[src/rtl/tron_vga_scan.sv]
// Framebuffer-to-VGA scanner: 640x480@60 timing, 2x2 pixel doubling, 3-bit to 12-bit colour.
// Latency: counter position to pins is 2+RD_LAT pix_en steps; frame_start is registered directly off the counters.
module tron_vga_scan #(
    parameter int H_ACTIVE = 640,
    parameter int H_FP     = 16,
    parameter int H_SYNC   = 96,
    parameter int H_BP     = 48,
    parameter int V_ACTIVE = 480,
    parameter int V_FP     = 10,
    parameter int V_SYNC   = 2,
    parameter int V_BP     = 33,
    parameter int FB_WIDTH = 320,
    parameter int RD_LAT   = 1
) (
    input  logic        clock,
    input  logic        reset,
    input  logic        pix_en,
    output logic [18:0] ram_address,
    input  logic [2:0]  ram_read_data,
    output logic        vga_hsync,
    output logic        vga_vsync,
    output logic [3:0]  vga_r,
    output logic [3:0]  vga_g,
    output logic [3:0]  vga_b,
    output logic        vga_blank_n,
    output logic        frame_start
);

    localparam int H_TOTAL = H_ACTIVE + H_FP + H_SYNC + H_BP;
    localparam int V_TOTAL = V_ACTIVE + V_FP + V_SYNC + V_BP;
    localparam int PIPE    = 1 + RD_LAT;
    localparam int HW      = $clog2(H_TOTAL);
    localparam int VW      = $clog2(V_TOTAL);

    logic [HW-1:0]   r_h_cnt;
    logic [VW-1:0]   r_v_cnt;
    logic [18:0]     r_line_base;
    logic [18:0]     r_ram_address;
    logic [PIPE-1:0] r_act_d;
    logic [PIPE-1:0] r_hs_d;
    logic [PIPE-1:0] r_vs_d;
    logic            r_hsync;
    logic            r_vsync;
    logic [3:0]      r_r;
    logic [3:0]      r_g;
    logic [3:0]      r_b;
    logic            r_blank_n;
    logic            r_frame_start;

    logic            w_h_last;
    logic            w_v_last;
    logic            w_active;
    logic            w_hs;
    logic            w_vs;
    logic            w_line_end;
    logic [18:0]     w_pix_addr;

    assign w_h_last   = (r_h_cnt == HW'(H_TOTAL - 1));
    assign w_v_last   = (r_v_cnt == VW'(V_TOTAL - 1));
    assign w_active   = (r_h_cnt < HW'(H_ACTIVE)) && (r_v_cnt < VW'(V_ACTIVE));
    assign w_hs       = (r_h_cnt >= HW'(H_ACTIVE + H_FP)) && (r_h_cnt < HW'(H_ACTIVE + H_FP + H_SYNC));
    assign w_vs       = (r_v_cnt >= VW'(V_ACTIVE + V_FP)) && (r_v_cnt < VW'(V_ACTIVE + V_FP + V_SYNC));
    // Row base advances after odd lines only, so each framebuffer row is scanned twice.
    assign w_line_end = (r_h_cnt == HW'(H_ACTIVE - 1)) && (r_v_cnt < VW'(V_ACTIVE)) && r_v_cnt[0];
    assign w_pix_addr = r_line_base + 19'(r_h_cnt >> 1);

    always_ff @(posedge clock or posedge reset) begin
        if (reset) begin
            r_h_cnt       <= '0;
            r_v_cnt       <= '0;
            r_line_base   <= '0;
            r_ram_address <= '0;
            r_act_d       <= '0;
            r_hs_d        <= '0;
            r_vs_d        <= '0;
            r_hsync       <= 1'b1;
            r_vsync       <= 1'b1;
            r_r           <= '0;
            r_g           <= '0;
            r_b           <= '0;
            r_blank_n     <= 1'b0;
            r_frame_start <= 1'b0;
        end else begin
            r_frame_start <= pix_en && w_h_last && w_v_last;
            if (pix_en) begin
                if (w_h_last) begin
                    r_h_cnt <= '0;
                    r_v_cnt <= w_v_last ? '0 : r_v_cnt + 1'b1;
                end else begin
                    r_h_cnt <= r_h_cnt + 1'b1;
                end

                if (w_h_last && w_v_last)
                    r_line_base <= '0;
                else if (w_line_end)
                    r_line_base <= r_line_base + 19'(FB_WIDTH);

                r_ram_address <= w_active ? w_pix_addr : '0;

                r_act_d <= {r_act_d[PIPE-2:0], w_active};
                r_hs_d  <= {r_hs_d[PIPE-2:0], w_hs};
                r_vs_d  <= {r_vs_d[PIPE-2:0], w_vs};

                // RAM data for this position arrives with the last delay stage.
                r_hsync   <= ~r_hs_d[PIPE-1];
                r_vsync   <= ~r_vs_d[PIPE-1];
                r_blank_n <= r_act_d[PIPE-1];
                r_r       <= {4{ram_read_data[2] & r_act_d[PIPE-1]}};
                r_g       <= {4{ram_read_data[1] & r_act_d[PIPE-1]}};
                r_b       <= {4{ram_read_data[0] & r_act_d[PIPE-1]}};
            end
        end
    end

    assign ram_address = r_ram_address;
    assign vga_hsync   = r_hsync;
    assign vga_vsync   = r_vsync;
    assign vga_r       = r_r;
    assign vga_g       = r_g;
    assign vga_b       = r_b;
    assign vga_blank_n = r_blank_n;
    assign frame_start = r_frame_start;

endmodule

[config.mk]
export PLATFORM = sky130hd
export DESIGN_NAME = tron_vga_scan
export DESIGN_NICKNAME = d
export VERILOG_FILES = /design/src/rtl/tron_vga_scan.sv
export SDC_FILE = /design/constraint.sdc
export NUM_CORES = 1
export LEC_CHECK = 0
export BUFFER_PORTS_ARGS = -buffer_cell sky130_fd_sc_hd__clkbuf_2
export CORE_ASPECT_RATIO = 1.1
export CORE_MARGIN = 2
export CORE_UTILIZATION = 61
export CTS_BUF_LIST = sky130_fd_sc_hd__clkbuf_2 sky130_fd_sc_hd__clkbuf_4 sky130_fd_sc_hd__clkbuf_8
export DETAILED_ROUTE_END_ITERATION = 12
export HOLD_SLACK_MARGIN = 0.15
export MAX_ROUTING_LAYER = met4
export PLACE_DENSITY = 0.8
export SYNTH_ARGS = -nofsm -noshare
export SYNTH_HDL_FRONTEND = slang
export SYNTH_SLANG_ARGS = --single-unit
[constraint.sdc]
create_clock -name clock -period 2.6 [get_ports clock]
set_input_delay 0.39 -clock clock [delete_from_list [all_inputs] [get_ports clock]]
set_output_delay 0.39 -clock clock [all_outputs]
set_load 0.1 [all_outputs]
**Word-level counts from Yosys, hierarchy flattened**

Index checks and enable logic that the tools add are counted.

- Register bits: 71
- Input port bits: 6
- Output and inout bits: 35
- Logic and storage cells: 48

- $add $sub $neg: 4
- Magnitude comparators: 6
- Equal/unequal tests: 3
- Multiplexer cells: 5
- Bitwise logic cells: 5
- Reduce and logical (&&, ||, !) cells: 11

Operators by type and width:

| operator | count |
|---|---|
| $mux W19 | 3 |
| $eq A10 B10 Y1 const B | 3 |
| $add A10 B1 Y10 const B | 2 |
| $lt A10 B10 Y1 const B | 2 |
| $lt A10 B9 Y1 const B | 2 |
| $mux W10 | 2 |
| $add A19 B9 Y19 | 1 |
| $add A19 B9 Y19 const B | 1 |
| $ge A10 B10 Y1 const B | 1 |
| $ge A10 B9 Y1 const B | 1 |
| $logic_and A1 B1 Y1 | 8 |
| $reduce_and A2 Y1 | 2 |
| $and A1 B1 Y1 | 3 |
| $not A1 Y1 | 2 |
| $reduce_bool A2 Y1 | 1 |

**Depth between registers and ports, before layout**

- Word-level depth: 5
- Mapped depth: 8

**Worst setup path before layout**

No wires, ideal clock.

- Path type: flip-flop to flip-flop
- From: reg r_h_cnt[9]
- To: reg r_ram_address[17], in the netlist ram_address[17]
- Library setup time: 125 ps
- Arrival time: 1756 ps
- Path slack: 719 ps
- Stages on the path, launching flop included: 7
- Buffers on the path: 1
- Period minus slack after synthesis: 1881 ps
- Cells stage by stage: dfrtp_1 ha_1 a21oi_1 and2_1 buf_1 nor4_1 a211o_1

- Cells in the longest elaborated chain, start to end: 3
- Elaborated cells on any way between the ends: 4

Ends and longest elaborated chain:

| what | RTL line | source |
|---|---|---|
| from (decl) | 35 | `logic [HW-1:0] r_h_cnt;` |
| from (signal assigned) | 90 | `r_h_cnt <= r_h_cnt + 1'b1;` |
| parallel branches: the longest is 2 deep, another holds $add A19 B9 Y19 | -- |  |
| $mux W19 * | 98 | `r_ram_address <= w_active ? w_pix_addr : '0;` |
| to (signal assigned) | 98 |  |
| to (decl) | 38 | `logic [18:0] r_ram_address;` |

Every way passes the cells marked *.
A chain may end at the register's enable or synchronous reset.

**Worst setup path in the final report**

- From: reg r_v_cnt[0]
- To: reg r_line_base[9]

- Cells in the longest elaborated chain, start to end: 5
- Elaborated cells on any way between the ends: 8

Ends and longest elaborated chain:

| what | RTL line | source |
|---|---|---|
| from (decl) | 36 | `logic [VW-1:0] r_v_cnt;` |
| from (signal assigned) | 88 | `r_v_cnt <= w_v_last ? '0 : r_v_cnt + 1'b1;` |
| $lt A10 B9 Y1 | 64 | `assign w_line_end = (r_h_cnt == HW'(H_ACTIVE - 1)) && (r_v_cnt < VW'(V_ACTIVE)) && r_v_cnt[0];` |
| $logic_and A1 B1 Y1 (2 in series) | 64 |  |
| $reduce_bool A2 Y1 (no line) | -- |  |
| $reduce_and A2 Y1 (no line) | -- |  |
| to (signal assigned) | 96 | `r_line_base <= r_line_base + 19'(FB_WIDTH);` |
| to (decl) | 37 | `logic [18:0] r_line_base;` |

Parallel ways exist; a longest one is shown, timed or not.

==> results.md <==
* Outcome: completed
* Top Layer Used: met4
* Die height at between 80 and 90 um
* Synth Cell Area at roughly 3600 um^2
* Top delay family on crit path: simple AND/OR/NAND/NOR gates
* ANT cells at 0
* Clk_lat worst skew at roughly 340 ps
* Avg Vias per Cell at approximately 6
* Placed cell area at around 3800 um^2
* Detailed router's first-iteration violation count at between 200 and 250
* Vias in the first global route at roughly 2,700
* Sequential share of the synthesized area at 45.48%
* IO Port Bufs at 40
* Measured slew at the worst slew-check pin at about 560 ps
* Fin area at approximately 4000 um^2
* Hold_sp: ram_read_data[0]
* Hold crit path type: in -> reg
* Fmax at between 400 and 500 MHz
* Initial DRT Pass Iterations at 5
* Hold Path Sink: vga_b[0]
* Max clock buf depth at 2
* Fillers at 458
* Max Cap Violations at 0
* Reg2Reg Launch Point: r_v_cnt[0]
* Vias at ~2,900
* Total die area at 6502 um^2
* First-pass GRT wire length at about 13,000 um
* Core ar. at roughly 5700 um^2
* Top_reg_cell synth: dfrtp_1
* Routed len/inst at 16.28 um
* Critical-path maximum fanout at 8
* Cell count of the worst reg-to-reg path at 6
* Area share of the largest cell type after synthesis at between 40 and 50%
* Final WL at 7618 um
* Synth cell types at between 50 and 60
* Syn Inst Count at 357
* Post-layout min period at 2137 ps
* Skew final at roughly 8.8 ps
* Nets@finish at 402
* Synthesis-stage register bit count at between 60 and 70
* CP Class: reg -> reg
* WL met1 at between 3000 and 4000 um
* Synth warnings at 0
* ANT nets after route at 0
* Final Setup Violations at 0
* CTS tree: done
* Rows at 29
* H-Tree Depth at 3
* Worst path slowest cell: or4_1
* Power Total at between 2 and 3 mW
* Largest net degree at the start of global routing at 43
* Startpoint types: register
* GRT Total Usage at 26.39%
* Worst Slack Setup Final at 463.0 ps
* Peak VDD IR at 0.4289 mV
* Synthesized Nets at roughly 370
* Max-slew violation count at 0
* Crit end category: register
* Hold Path Stages at 3
* Worst Path Arrival at between 2000 and 2500 ps
* RSZ-0062 raised after global routing: false
* Final Cycle Share at slightly above 80%
* Top-Level Pins at just over 40
* TNS Setup at 0 ps
* Initial antenna violation count at 0
* Reg clk slew, reported paths at approximately 70 ps
* Post-detail-place hpwl at between 5000 and 6000 um
* Met2 wire len at roughly 3700 um
* FFs w/ async S/R, synth at 100.0%
* Num CTS Buffers at 9
* DRC viols at 0
* Leakage at 1.841 nW
* Area growth syn-to-layout at 11.25%
* Mean Syn Cell Area at 10.03 um^2
* PD cells at slightly below 700 nW/um^2
* GRT overflow at 0
* Register-to-register path setup slack at 460 ps
* Layout cells sized above 1 at a little over a fifth
* Synth top cells by count: dfrtp_1 (63), inv_1 (25), nand2_1 (25), o21ai_0 (20), nand3_1 (16)
* GPL Wtd Cong at between 0.9 and 1
* Number of synthesized flops with an enable pin at 0
* Worst slack at placement at about 480 ps
* Count leader, synth: dfrtp_1
* Die X at 77.07 um
* WP data required at around 2800 ps
* Critical Path Start: r_v_cnt[0]
* Top cells by area, synth: dfrtp_1 (44%), ha_1 (3.5%), xor2_1 (3.4%)
* Slew headroom at 62.69%
* Hold Vio Cnt, Final at 0
* Worst path bufs/invs at 1
* Cell chain of the critical path: inv_1 -> ha_1 -> nand4_1 -> or4_1 -> o22ai_1 -> o221ai_1
* Largest stage delay, worst path at roughly 630 ps
* DR WL met3 at 424 um
* Setup bufs post-CTS at 0
* Reg-to-Reg End: r_line_base[9]
* Initial Util at between 60% and 70%
* Synth area leader: dfrtp_1
* # clock sinks at 65
* Clock root buffer: clkbuf_8
[cells by family (layout without fill, tap and decap cells)]
logic type / Yosys count / count (layout) / synth area share [%]
multiplexers: 10 / 10 / 2.934
AO/OA/AOI/OAI: 86 / 86 / 17.01
buffers and inverters: 57 / 91 / 7.963
flip-flops: 65 / 65 / 45.48
adder cells (fa/ha/maj): 10 / 10 / 3.493
AND/OR/NAND/NOR: 108 / 108 / 18.13
other: 1 / 1 / 0.1047
XOR/XNOR: 20 / 20 / 4.890
[repair_timing]
action,4_1_cts,5_1_grt
endpoints found under the hold margin,23,0
hold buffers,1,0
gates resized for setup,0,0
[state kept, by name, summed over array words and instances, names as in the netlist]
signal,count
vga_r,1
r_act_d,2
frame_start,1
r_h_cnt,10
ram_address,19
vga_blank_n,1
vga_hsync,1
r_v_cnt,10
vga_g,1
vga_vsync,1
r_line_base,13
r_vs_d,2
vga_b,1
r_hs_d,2
[cell usage in the layout (no fill, tap or decap), types with 3 or more instances in the layout]
| cell type | n |
|---|---|
| dfrtp_1 | 63 |
| clkbuf_2 | 40 |
| nand2_1 | 25 |
| inv_1 | 24 |
| o21ai_0 | 20 |
| nand3_1 | 16 |
| a21oi_1 | 15 |
| xor2_1 | 14 |
| a22o_1 | 13 |
| clkbuf_8 | 11 |
| ha_1 | 10 |
| nor2_1 | 8 |
| nand4_1 | 8 |
| buf_4 | 7 |
| nor3_1 | 6 |
| and3_1 | 6 |
| xnor2_1 | 6 |
| or3_1 | 6 |
| o221ai_1 | 6 |
| nor4_1 | 6 |
| mux2i_1 | 6 |
| a2111o_1 | 5 |
| a211oi_1 | 5 |
| or4_1 | 5 |
| or2_2 | 5 |
| o21bai_1 | 4 |
| mux2_2 | 4 |
| and4_1 | 3 |
| o22ai_1 | 3 |
[layout make-up]
class | count | area [um^2] | area share [%]
sequential | 65 | 1629 | 40.88
multi-input combinational | 235 | 1673 | 41.98
clock buffer | 13 | 166.4 | 4.176
inverter | 26 | 97.59 | 2.449
clock inverter | 3 | 40.04 | 1.005
tap | 77 | 96.34 | 2.418
timing repair buffer | 49 | 282.8 | 7.096
[how the worst max path moves through the flow]
stage | depth (start not counted) | to | slack, ps
after detailed placement | 6 | r_line_base[9] | 480
after floorplan | 1 | frame_start | 590
after global placement | 6 | r_line_base[9] | 520
after global routing | 6 | r_line_base[7] | 330
final | 6 | r_line_base[9] | 460
after CTS | 6 | r_line_base[9] | 470
[tightest hold or removal path: stages]
cell and delay [ps]:
clkbuf_2 70, nand3_1 60, o21ai_0 70
[per-layer routing]
layer | GRT usage (%) | vias up
met5 | - | -
met4 | 9.091 | 0
met3 | 5.376 | 16
met2 | 41.15 | 105
met1 | 34.74 | 1386
li1 | - | 1355
[power by group]
part	internal, mW	switching, mW	leakage (nW)
clock network	0.514	0.374	0.110
logic	0.142	0.511	0.885
registers	1.10	0.122	0.845
[stage by stage]
step                      util, %  std cells  hold slack [ps]
final                       69.51        468            294.2
after detailed placement    65.74        451            425.3
after CTS                   69.51        468            285.0
after global routing        69.51        468            323.9
after global placement      65.74        451            399.2
after floorplan                 -        357            387.0
Note: power is estimated with default switching activity, not from simulation.
